**config.mk**
```make
export PLATFORM = sky130hd
export DESIGN_NAME = corescore_uart_tx
export DESIGN_NICKNAME = d
export VERILOG_FILES = /design/src/rtl/corescore_uart_tx.sv
export SDC_FILE = /design/constraint.sdc
export NUM_CORES = 1
export LEC_CHECK = 0
export ABC_AREA = 1
export CORE_ASPECT_RATIO = 1.5
export CORE_MARGIN = 1
export CORE_UTILIZATION = 30
export CTS_CLUSTER_DIAMETER = 100
export CTS_CLUSTER_SIZE = 28
export DETAILED_ROUTE_END_ITERATION = 7
export GPL_TIMING_DRIVEN = 1
export PLACE_DENSITY = 0.44
export SLEW_MARGIN = 30
export SYNTH_ARGS = -nofsm -noshare
export SYNTH_HDL_FRONTEND = slang
export SYNTH_SLANG_ARGS = --single-unit
```
**constraint.sdc**
```tcl
create_clock -name i_clk -period 2.55 [get_ports i_clk]
set_clock_uncertainty 0.2 [all_clocks]
set_input_delay 0.255 -clock i_clk [delete_from_list [all_inputs] [get_ports i_clk]]
set_output_delay 0.255 -clock i_clk [all_outputs]
set_load 0.01 [all_outputs]
```
**src/rtl/corescore_uart_tx.sv**
```systemverilog
// corescore_uart_tx: 8N1 UART transmitter (LSB first) with an elastic FIFO.
// Accepts a byte stream over a valid/ready handshake and counts transmitted
// bytes that carry tlast.
//
// Parameters:
//   CLKS_PER_BIT  clock cycles per UART bit (>= 2)
//   FIFO_AW       FIFO address width; depth = 2**FIFO_AW entries of {tlast, tdata}
//
// Ports:
//   i_clk        system clock, rising edge
//   i_rst_n      asynchronous active-low reset
//   i_tdata      byte to transmit
//   i_tlast      last byte of a frame
//   i_tvalid     upstream byte valid
//   o_tready     block can accept a byte this cycle (combinational from flops)
//   o_uart_tx    serial line, idle high (registered)
//   o_busy       FIFO non-empty or transmitter active (combinational from flops)
//   o_frame_cnt  number of fully transmitted tlast bytes, wraps
module corescore_uart_tx #(
    parameter int unsigned CLKS_PER_BIT = 139,
    parameter int unsigned FIFO_AW      = 4
) (
    input  logic        i_clk,
    input  logic        i_rst_n,
    input  logic [7:0]  i_tdata,
    input  logic        i_tlast,
    input  logic        i_tvalid,
    output logic        o_tready,
    output logic        o_uart_tx,
    output logic        o_busy,
    output logic [15:0] o_frame_cnt
);

    localparam int unsigned DEPTH = 1 << FIFO_AW;
    localparam int unsigned PTR_W = FIFO_AW + 1;
    localparam int unsigned CNT_W = (CLKS_PER_BIT > 1) ? $clog2(CLKS_PER_BIT) : 1;
    localparam logic [CNT_W-1:0] CNT_RELOAD = CNT_W'(CLKS_PER_BIT - 1);

    typedef enum logic [1:0] {
        S_IDLE,
        S_START,
        S_DATA,
        S_STOP
    } state_e;

    // ------------------------------------------------------------------
    // Registers
    // ------------------------------------------------------------------
    state_e             state_q,     state_d;
    logic [CNT_W-1:0]   cnt_q,       cnt_d;
    logic [2:0]         bit_idx_q,   bit_idx_d;
    logic [7:0]         shift_q,     shift_d;
    logic               last_q,      last_d;
    logic               tx_q,        tx_d;
    logic [15:0]        frame_cnt_q, frame_cnt_d;
    logic               ready_en_q,  ready_en_d;
    logic [PTR_W-1:0]   wr_ptr_q,    wr_ptr_d;
    logic [PTR_W-1:0]   rd_ptr_q,    rd_ptr_d;
    logic [8:0]         mem_q [DEPTH];

    // ------------------------------------------------------------------
    // FIFO status and handshake
    // ------------------------------------------------------------------
    logic       fifo_empty;
    logic       fifo_full;
    logic       push;
    logic       pop;
    logic       cnt_zero;
    logic [8:0] rd_data;

    // Extra pointer MSB distinguishes full from empty when the indices match.
    assign fifo_empty = (wr_ptr_q == rd_ptr_q);
    assign fifo_full  = (wr_ptr_q[FIFO_AW] != rd_ptr_q[FIFO_AW]) &&
                        (wr_ptr_q[FIFO_AW-1:0] == rd_ptr_q[FIFO_AW-1:0]);

    assign o_tready = ready_en_q & ~fifo_full;
    assign push     = i_tvalid & o_tready;
    assign rd_data  = mem_q[rd_ptr_q[FIFO_AW-1:0]];
    assign cnt_zero = (cnt_q == '0);

    // Ready stays low through reset and rises on the first edge after release.
    assign ready_en_d = 1'b1;

    // Pointer update; pop only ever requested by the FSM on a non-empty FIFO.
    always_comb begin
        wr_ptr_d = wr_ptr_q + PTR_W'(push);
        rd_ptr_d = rd_ptr_q + PTR_W'(pop);
    end

    // FIFO storage needs no reset: contents are only visible through the pointers.
    always_ff @(posedge i_clk) begin
        if (push) begin
            mem_q[wr_ptr_q[FIFO_AW-1:0]] <= {i_tlast, i_tdata};
        end
    end

    // ------------------------------------------------------------------
    // Transmit FSM: next-state and datapath
    // ------------------------------------------------------------------
    always_comb begin
        state_d     = state_q;
        cnt_d       = cnt_q;
        bit_idx_d   = bit_idx_q;
        shift_d     = shift_q;
        last_d      = last_q;
        tx_d        = tx_q;
        frame_cnt_d = frame_cnt_q;
        pop         = 1'b0;

        unique case (state_q)
            S_IDLE: begin
                tx_d = 1'b1;
                if (!fifo_empty) begin
                    pop     = 1'b1;
                    shift_d = rd_data[7:0];
                    last_d  = rd_data[8];
                    cnt_d   = CNT_RELOAD;
                    tx_d    = 1'b0;
                    state_d = S_START;
                end
            end

            S_START: begin
                if (cnt_zero) begin
                    cnt_d     = CNT_RELOAD;
                    bit_idx_d = 3'd0;
                    tx_d      = shift_q[0];
                    state_d   = S_DATA;
                end else begin
                    cnt_d = cnt_q - CNT_W'(1);
                end
            end

            S_DATA: begin
                if (cnt_zero) begin
                    cnt_d = CNT_RELOAD;
                    if (bit_idx_q == 3'd7) begin
                        tx_d    = 1'b1;
                        state_d = S_STOP;
                    end else begin
                        // Line takes the next bit straight from the pre-shift value.
                        shift_d   = {1'b0, shift_q[7:1]};
                        bit_idx_d = bit_idx_q + 3'd1;
                        tx_d      = shift_q[1];
                    end
                end else begin
                    cnt_d = cnt_q - CNT_W'(1);
                end
            end

            S_STOP: begin
                if (cnt_zero) begin
                    cnt_d = CNT_RELOAD;
                    if (last_q) begin
                        frame_cnt_d = frame_cnt_q + 16'd1;
                    end
                    // Chain straight into the next start bit when more data is queued.
                    if (!fifo_empty) begin
                        pop     = 1'b1;
                        shift_d = rd_data[7:0];
                        last_d  = rd_data[8];
                        tx_d    = 1'b0;
                        state_d = S_START;
                    end else begin
                        tx_d    = 1'b1;
                        state_d = S_IDLE;
                    end
                end else begin
                    cnt_d = cnt_q - CNT_W'(1);
                end
            end

            default: begin
                tx_d    = 1'b1;
                state_d = S_IDLE;
            end
        endcase
    end

    // ------------------------------------------------------------------
    // State registers
    // ------------------------------------------------------------------
    always_ff @(posedge i_clk or negedge i_rst_n) begin
        if (!i_rst_n) begin
            state_q     <= S_IDLE;
            cnt_q       <= '0;
            bit_idx_q   <= 3'd0;
            shift_q     <= 8'd0;
            last_q      <= 1'b0;
            tx_q        <= 1'b1;
            frame_cnt_q <= 16'd0;
            ready_en_q  <= 1'b0;
            wr_ptr_q    <= '0;
            rd_ptr_q    <= '0;
        end else begin
            state_q     <= state_d;
            cnt_q       <= cnt_d;
            bit_idx_q   <= bit_idx_d;
            shift_q     <= shift_d;
            last_q      <= last_d;
            tx_q        <= tx_d;
            frame_cnt_q <= frame_cnt_d;
            ready_en_q  <= ready_en_d;
            wr_ptr_q    <= wr_ptr_d;
            rd_ptr_q    <= rd_ptr_d;
        end
    end

    // ------------------------------------------------------------------
    // Outputs
    // ------------------------------------------------------------------
    assign o_uart_tx   = tx_q;
    assign o_frame_cnt = frame_cnt_q;
    assign o_busy      = (state_q != S_IDLE) | ~fifo_empty;

endmodule
```
==> impl_metrics.csv, run 1 <==
group,metric,value,unit
power,clockPowerShare,39.9,%
power,power_frac_comb,8.1,%
timing,finalCritPeriodShare,94.3,%
power,switching_share,24.3,%
logic_synthesis,syn_nets,838,
global_route,grt_usage,15.9,%
critical_path,r2r_slack,0.35,ns
logic_synthesis,syn_avg_cell_area,10.6,sq um
global_route,grt_antenna_before_repair,0,
global_route,met3_usage,2.53,%
floorplanning,initial_core_util,30.6,%
logic_synthesis,yosysSeqAreaShare,64.9,%
logic_synthesis,yosys.area.top_type,"edfxtp_1",
clock_network,clkTransAtPathRegs,0.07,ns
power,net-switching-power,1700,uW
timing,final_max_slew_viol_count,0,
detailed_routing,avgViaCountPerCell,4.61,
global_route,grt_pass1_vias,5788,
status,run_status,"finished clean",
final_layout,design_area,10100,sq um
timing,tightest_slew,0.732,ns
power,p_int,5310,uW
timing,relSlewSlack,51.0,%
timing,setup_viol,0,
critical_path,crit-reg2reg-launch,"rd_ptr_q[0]",
floorplanning,die_x,140,um
detailed_routing,vias,5678,
global_route,overflow,0,
logic_synthesis,ys_ff_latch,194,
clock_network,clock_sinks,194,
place,dp.final_hpwl,14500,um
clock_network,clock_latency,0.44,ns
final_layout,mostFrequentLayoutCells,"nand2_1 (208), edfxtp_1 (144), nor2_1 (108)",
detailed_routing,drt_pass1_iterations,4,
detailed_routing,wl_per_cell,17.8,um
final_layout,fin_nets,897,
global_route,met1_usage,17.8,%
clock_network,clockBufferDepth,2,
final_layout,areaGrowthSynthToFinish,17.5,%
timing,fmax,416,MHz
critical_path,crit_fanout,13,
floorplanning,die_y,209,um
floorplanning,ios,31,
timing,period_minus_slack,2.41,ns
min_path,hp-class,"primary input to asynchronous set/reset pin",
detailed_routing,drt-initial-drc-count,325,
clock_network,cts_root_buf,"clkbuf_16",
place,dpl-instance-area,9460,sq um
timing,rsz0062_at_grt,"false",
global_route,busiest_layer,"met2",
logic_synthesis,synthesis.area,8600,sq um
detailed_routing,detail-route-antenna-nets,0,
power,total_power,7010,uW
final_layout,layout_commonest_cell,"nand2_1",
place,place_congestion,0.753,
detailed_routing,routed_wl,22000,um
logic_synthesis,netlist.area_leader.share,50.3,%
critical_path,reg2reg_depth,11,
timing,hold_violations,0,
clock_network,cts_tree,"built",
run,drv_cap,0,
clock_network,h-tree-depth,4,
power,p_leak,0.00405,uW
logic_synthesis,syn-instance-count,813,
clock_network,cts_buffers,17,
power,power_frac_seq,52.0,%
global_route,grt_pass1_wl,34100,um
logic_synthesis,synth.area.top_cells,"edfxtp_1 (50%), dfrtp_1 (14%), nand2_1 (9.1%), nor2_1 (4.7%), nand3_1 (3.8%)",
logic_synthesis,synth_cell_types,40,
critical_path,worstPathArrival,1.95,ns
global_route,grt_max_degree,72,
global_route,gr-usage-met2,30.1,%
critical_path,end_kind,"output pin",
power,powerDensity,694,nW/um^2
timing,setup_tns,0,ns
place,port_buffers,30,
final_layout,layout-drive-gt1-share,12.5,%
critical_path,path_class,"register to output pin",
critical_path,required,2.10,ns
critical_path,startpoint_type,"register",
floorplanning,core_area,28100,sq um
floorplanning,die_area,29400,sq um
critical_path,cp-startpoint,"wr_ptr_q[3]",
detailed_routing,drc,0,
logic_synthesis,ys.warnings.count,0,
power,irDropWorstVdd,432,uV
critical_path,timing.rr.end,"mem_q[2][3]",
floorplanning,rows,75,
final_layout,n_antenna_cell,0,
repair_timing:
action | 4_1_cts | 5_1_grt
hold endpoints to repair | 22 | 0
gates cloned | 0 | 0
setup buffers | 2 | 0
pin swaps | 1 | 0
resized for setup | 4 | 2
hold buffers | 1 | 0
endpoints found under the setup margin | 2 | 1
power groups by stage:
stage	registers, uW	logic (uW)	clock network [uW]
6_report	3640	570	2800
5_1_grt	3660	634	2990
4_1_cts	3640	583	2870
3_5_place_dp	3710	552	0
3_3_place_gp	3710	557	0
2_1_floorplan	3690	325	0
cell type report:
class                      instances  area [sq um]
fill                            2837         18000
sequential                       194          5580
multi-input combinational        533          2660
timing repair buffer              69           601
tap                              346           433
clock buffer                      18           429
inverter                          57           218
clock inverter                    14           179
sequential cells by signal, summed over array words and instances, names as in the netlist:
| name | count |
|---|---|
| state_q | 2 |
| last_q | 1 |
| o_frame_cnt | 16 |
| cnt_q | 8 |
| wr_ptr_q | 5 |
| shift_q | 8 |
| bit_idx_q | 3 |
| rd_ptr_q | 5 |
| o_uart_tx | 1 |
| ready_en_q | 1 |
| mem_q | 144 |
cell families after synthesis:
logic type               synth area share (%)
other                                  0.0436
AO/OA/AOI/OAI                            4.38
buffers and inverters                    4.21
adder cells (fa/ha/maj)                  1.89
flip-flops                               64.9
AND/OR/NAND/NOR                          21.9
XOR/XNOR                                 2.75
how the worst max path moves through the flow:
stage,to,slack (ns),cells past startpoint
floorplan,mem_q[0][0],0.34,10
global placement,wr_ptr_q[4],0.35,12
detailed placement,wr_ptr_q[4],0.33,12
CTS,o_busy,0.06,7
global route,o_busy,0.02,7
finish,o_busy,0.14,7
critical path: stages, from the launching register on:
cell,delay [ns]
dfrtp_2,0.44
xor2_1,0.18
nor2_2,0.14
buf_4,0.13
nand3_4,0.10
nor2_8,0.15
inv_4,0.08
dlygate4sd2_1,0.29
layer usage:
layer | wire [um] | up-vias
li1 | - | 2825
met1 | 8740 | 2747
met2 | 12200 | 85
met3 | 561 | 21
met4 | 456 | 0
met5 | 0 | -
metrics by stage:
| stage | hold WS, ns | utilization, % | setup slack, ns | std cells |
|---|---|---|---|---|
| 2_1_floorplan | -0.241 | - | 0.342 | 813 |
| 3_3_place_gp | 0.123 | 33.7 | 0.348 | 1196 |
| 3_5_place_dp | 0.114 | 33.7 | 0.330 | 1196 |
| 4_1_cts | 0.176 | 36.0 | 0.0630 | 1231 |
| 5_1_grt | 0.208 | 36.0 | 0.0230 | 1231 |
| 6_report | 0.162 | 36.0 | 0.145 | 1231 |
cell usage after synthesis:
cell and number:
nor3b_2 1, or2_2 6, o22ai_1 7, o211ai_1 8, xor2_1 17, clkinv_2 1
nor2_2 7, ha_1 13, xnor2_1 10, nor2_1 108, nor2_8 2, a21oi_1 4
conb_1 1, dfrtp_1 49, nand2_2 6, nand3b_1 2, edfxtp_1 144, nand3_2 2
nand3_1 66, nor2_4 3, dfstp_2 1, nand4_1 4, buf_4 1, o21ai_0 30
clkbuf_1 9, nor3_1 1, nand3_4 3, buf_2 15, buf_6 2, inv_1 51
nor3_2 1, nor3_4 1, clkinv_1 1, o21ai_1 19, and2_1 1, a22oi_1 1
buf_1 2, inv_2 4, nor3b_1 1, nand2_1 208
(Power assumes the default switching activity.)
==> inputs of run 2 (changes only) <==
- GPL_TIMING_DRIVEN: 1 -> not set
- HOLD_SLACK_MARGIN: not set -> 0.06
- TNS_END_PERCENT: not set -> 5
==> run 2 against run 1 <==
  * Global-route usage hardly changed
  * Clock-buffer cell count stayed put
  * Final cell count is 0.16% lower
  * Core utilization is 0.067 points lower
  * Sequential power hardly changed
  * Maximum frequency is 0.39% higher
==> impl_metrics.csv, run 2 (same netlist as run 1, synthesis figures left out) <==
group,metric,value,unit
status,run_status,"finished clean",
power,irDropWorstVdd,432,uV
power,powerDensity,693,nW/um^2
global_route,grt_usage,15.9,%
floorplanning,ios,31,
place,dpl-instance-area,9460,sq um
detailed_routing,drc,0,
detailed_routing,drt-initial-drc-count,327,
timing,fmax,417,MHz
global_route,grt_antenna_before_repair,0,
place,port_buffers,30,
clock_network,post_cts_buffers,0,
final_layout,fin_util,35.9,%
detailed_routing,detail-route-antenna-nets,0,
floorplanning,die_x,140,um
clock_network,clock_latency,0.44,ns
timing,holdWs,0.164,ns
run,drv_cap,0,
final_layout,regArea,5580,sq um
clock_network,clkTransAtPathRegs,0.07,ns
global_route,grt_pass1_wl,34100,um
critical_path,worstPathArrival,1.94,ns
critical_path,startpoint_type,"register",
final_layout,design_area,10100,sq um
final_layout,fin_nets,895,
timing,final_max_slew_viol_count,0,
power,p_leak,0.00404,uW
detailed_routing,vias,5664,
clock_network,clock_sinks,194,
clock_network,cts_root_buf,"clkbuf_16",
floorplanning,die_area,29400,sq um
min_path,hp-class,"primary input to asynchronous set/reset pin",
critical_path,path_class,"register to output pin",
detailed_routing,wl_per_cell,17.9,um
timing,finalCritPeriodShare,94.0,%
place,dp.final_hpwl,14500,um
critical_path,crit_fanout,13,
timing,relSlewSlack,51.4,%
clock_network,clockBufferDepth,2,
critical_path,slowest_stage,"dfrtp_1",
critical_path,required,2.10,ns
critical_path,slowest_delay,0.44,ns
floorplanning,rows,75,
timing,setup_tns,0,ns
floorplanning,initial_core_util,30.6,%
critical_path,r2r_slack,0.35,ns
final_layout,n_antenna_cell,0,
place,place_congestion,0.753,
critical_path,end_kind,"output pin",
critical_path,timing.rr.end,"mem_q[1][0]",
clock_network,h-tree-depth,4,
final_layout,mostFrequentLayoutCells,"nand2_1 (208), edfxtp_1 (144), nor2_1 (108)",
clock_network,cts_tree,"built",
final_layout,multi_input_area,2660,sq um
final_layout,areaGrowthSynthToFinish,17.3,%
critical_path,reg2reg_depth,11,
final_layout,layout-drive-gt1-share,12.2,%
global_route,met1_usage,17.7,%
critical_path,crit_chain,"xor2_1, nor2_2, nand3_4, nor2_8, inv_2, dlygate4sd2_1",
clock_network,cts_buffers,17,
global_route,overflow,0,
global_route,grt_pass1_vias,5777,
timing,setup_viol,0,
global_route,gr-usage-met2,30.0,%
detailed_routing,avgViaCountPerCell,4.61,
global_route,met3_usage,2.53,%
timing,tightest_slew,0.726,ns
critical_path,crit-reg2reg-launch,"wr_ptr_q[0]",
timing,rsz0062_at_grt,"false",
final_layout,final.fill_count,2836,
final_layout,layout_commonest_cell,"nand2_1",
floorplanning,core_area,28100,sq um
timing,period_minus_slack,2.40,ns
global_route,grt_max_degree,72,
final_layout,largest_register_ffs,144,
place,dp.cells,1196,
detailed_routing,drt_pass1_iterations,4,
timing,hold_violations,0,
final_layout,stdcell_count,1229,
floorplanning,die_y,209,um
detailed_routing,routed_wl,22000,um
global_route,busiest_layer,"met2",
run 2: power breakdown:
part           internal [uW]  switching (uW)  total (uW)
registers               3560            83.4        3650
clock network           1560            1230        2800
logic                    158             382         540
total                   5290            1700        6980
run 2: worst max-delay path, delay by kind of cell, from the launching register on:
family / cells / cell delay, ns
xor+xnor: 1 / 0.19
flops: 1 / 0.44
simple gates: 3 / 0.47
buf+inv: 2 / 0.42
run 2: stage by stage:
stage               total power, uW  setup slack, ns
global route                   7250           0.0247
global placement               4270            0.348
floorplan                      4010            0.342
finish                         6980            0.154
CTS                            7080            0.100
detailed placement             4260            0.330
run 2: area by class of cell:
class,instances,share of cell area (%)
Tap cell,346,4.29
Timing Repair Buffer,67,5.81
Clock buffer,18,4.26
Multi-Input combinational cell,533,26.4
Clock inverter,14,1.77
Sequential cell,194,55.4
Inverter,57,2.13
run 2: routing by layer:
metal | vias up | routed length (um)
met5 | - | 0
met2 | 83 | 12200
met3 | 21 | 583
li1 | 2819 | -
met1 | 2741 | 8730
met4 | 0 | 456
run 2: worst max-delay path by stage:
stage                 from     endpoint  slack (ns)  depth (start not counted)
2_1_floorplan  rd_ptr_q[1]  mem_q[0][0]        0.34                         10
3_3_place_gp   wr_ptr_q[1]  wr_ptr_q[4]        0.35                         12
3_5_place_dp   wr_ptr_q[1]  wr_ptr_q[4]        0.33                         12
4_1_cts        wr_ptr_q[3]       o_busy        0.10                          6
5_1_grt        wr_ptr_q[0]       o_busy        0.02                          8
6_report       wr_ptr_q[3]       o_busy        0.15                          6
run 2: what timing repair did:
item,CTS,global route
endpoints found under the setup margin,2,0
hold endpoints to repair,23,0
gates resized for setup,4,0
hold buffers,1,0
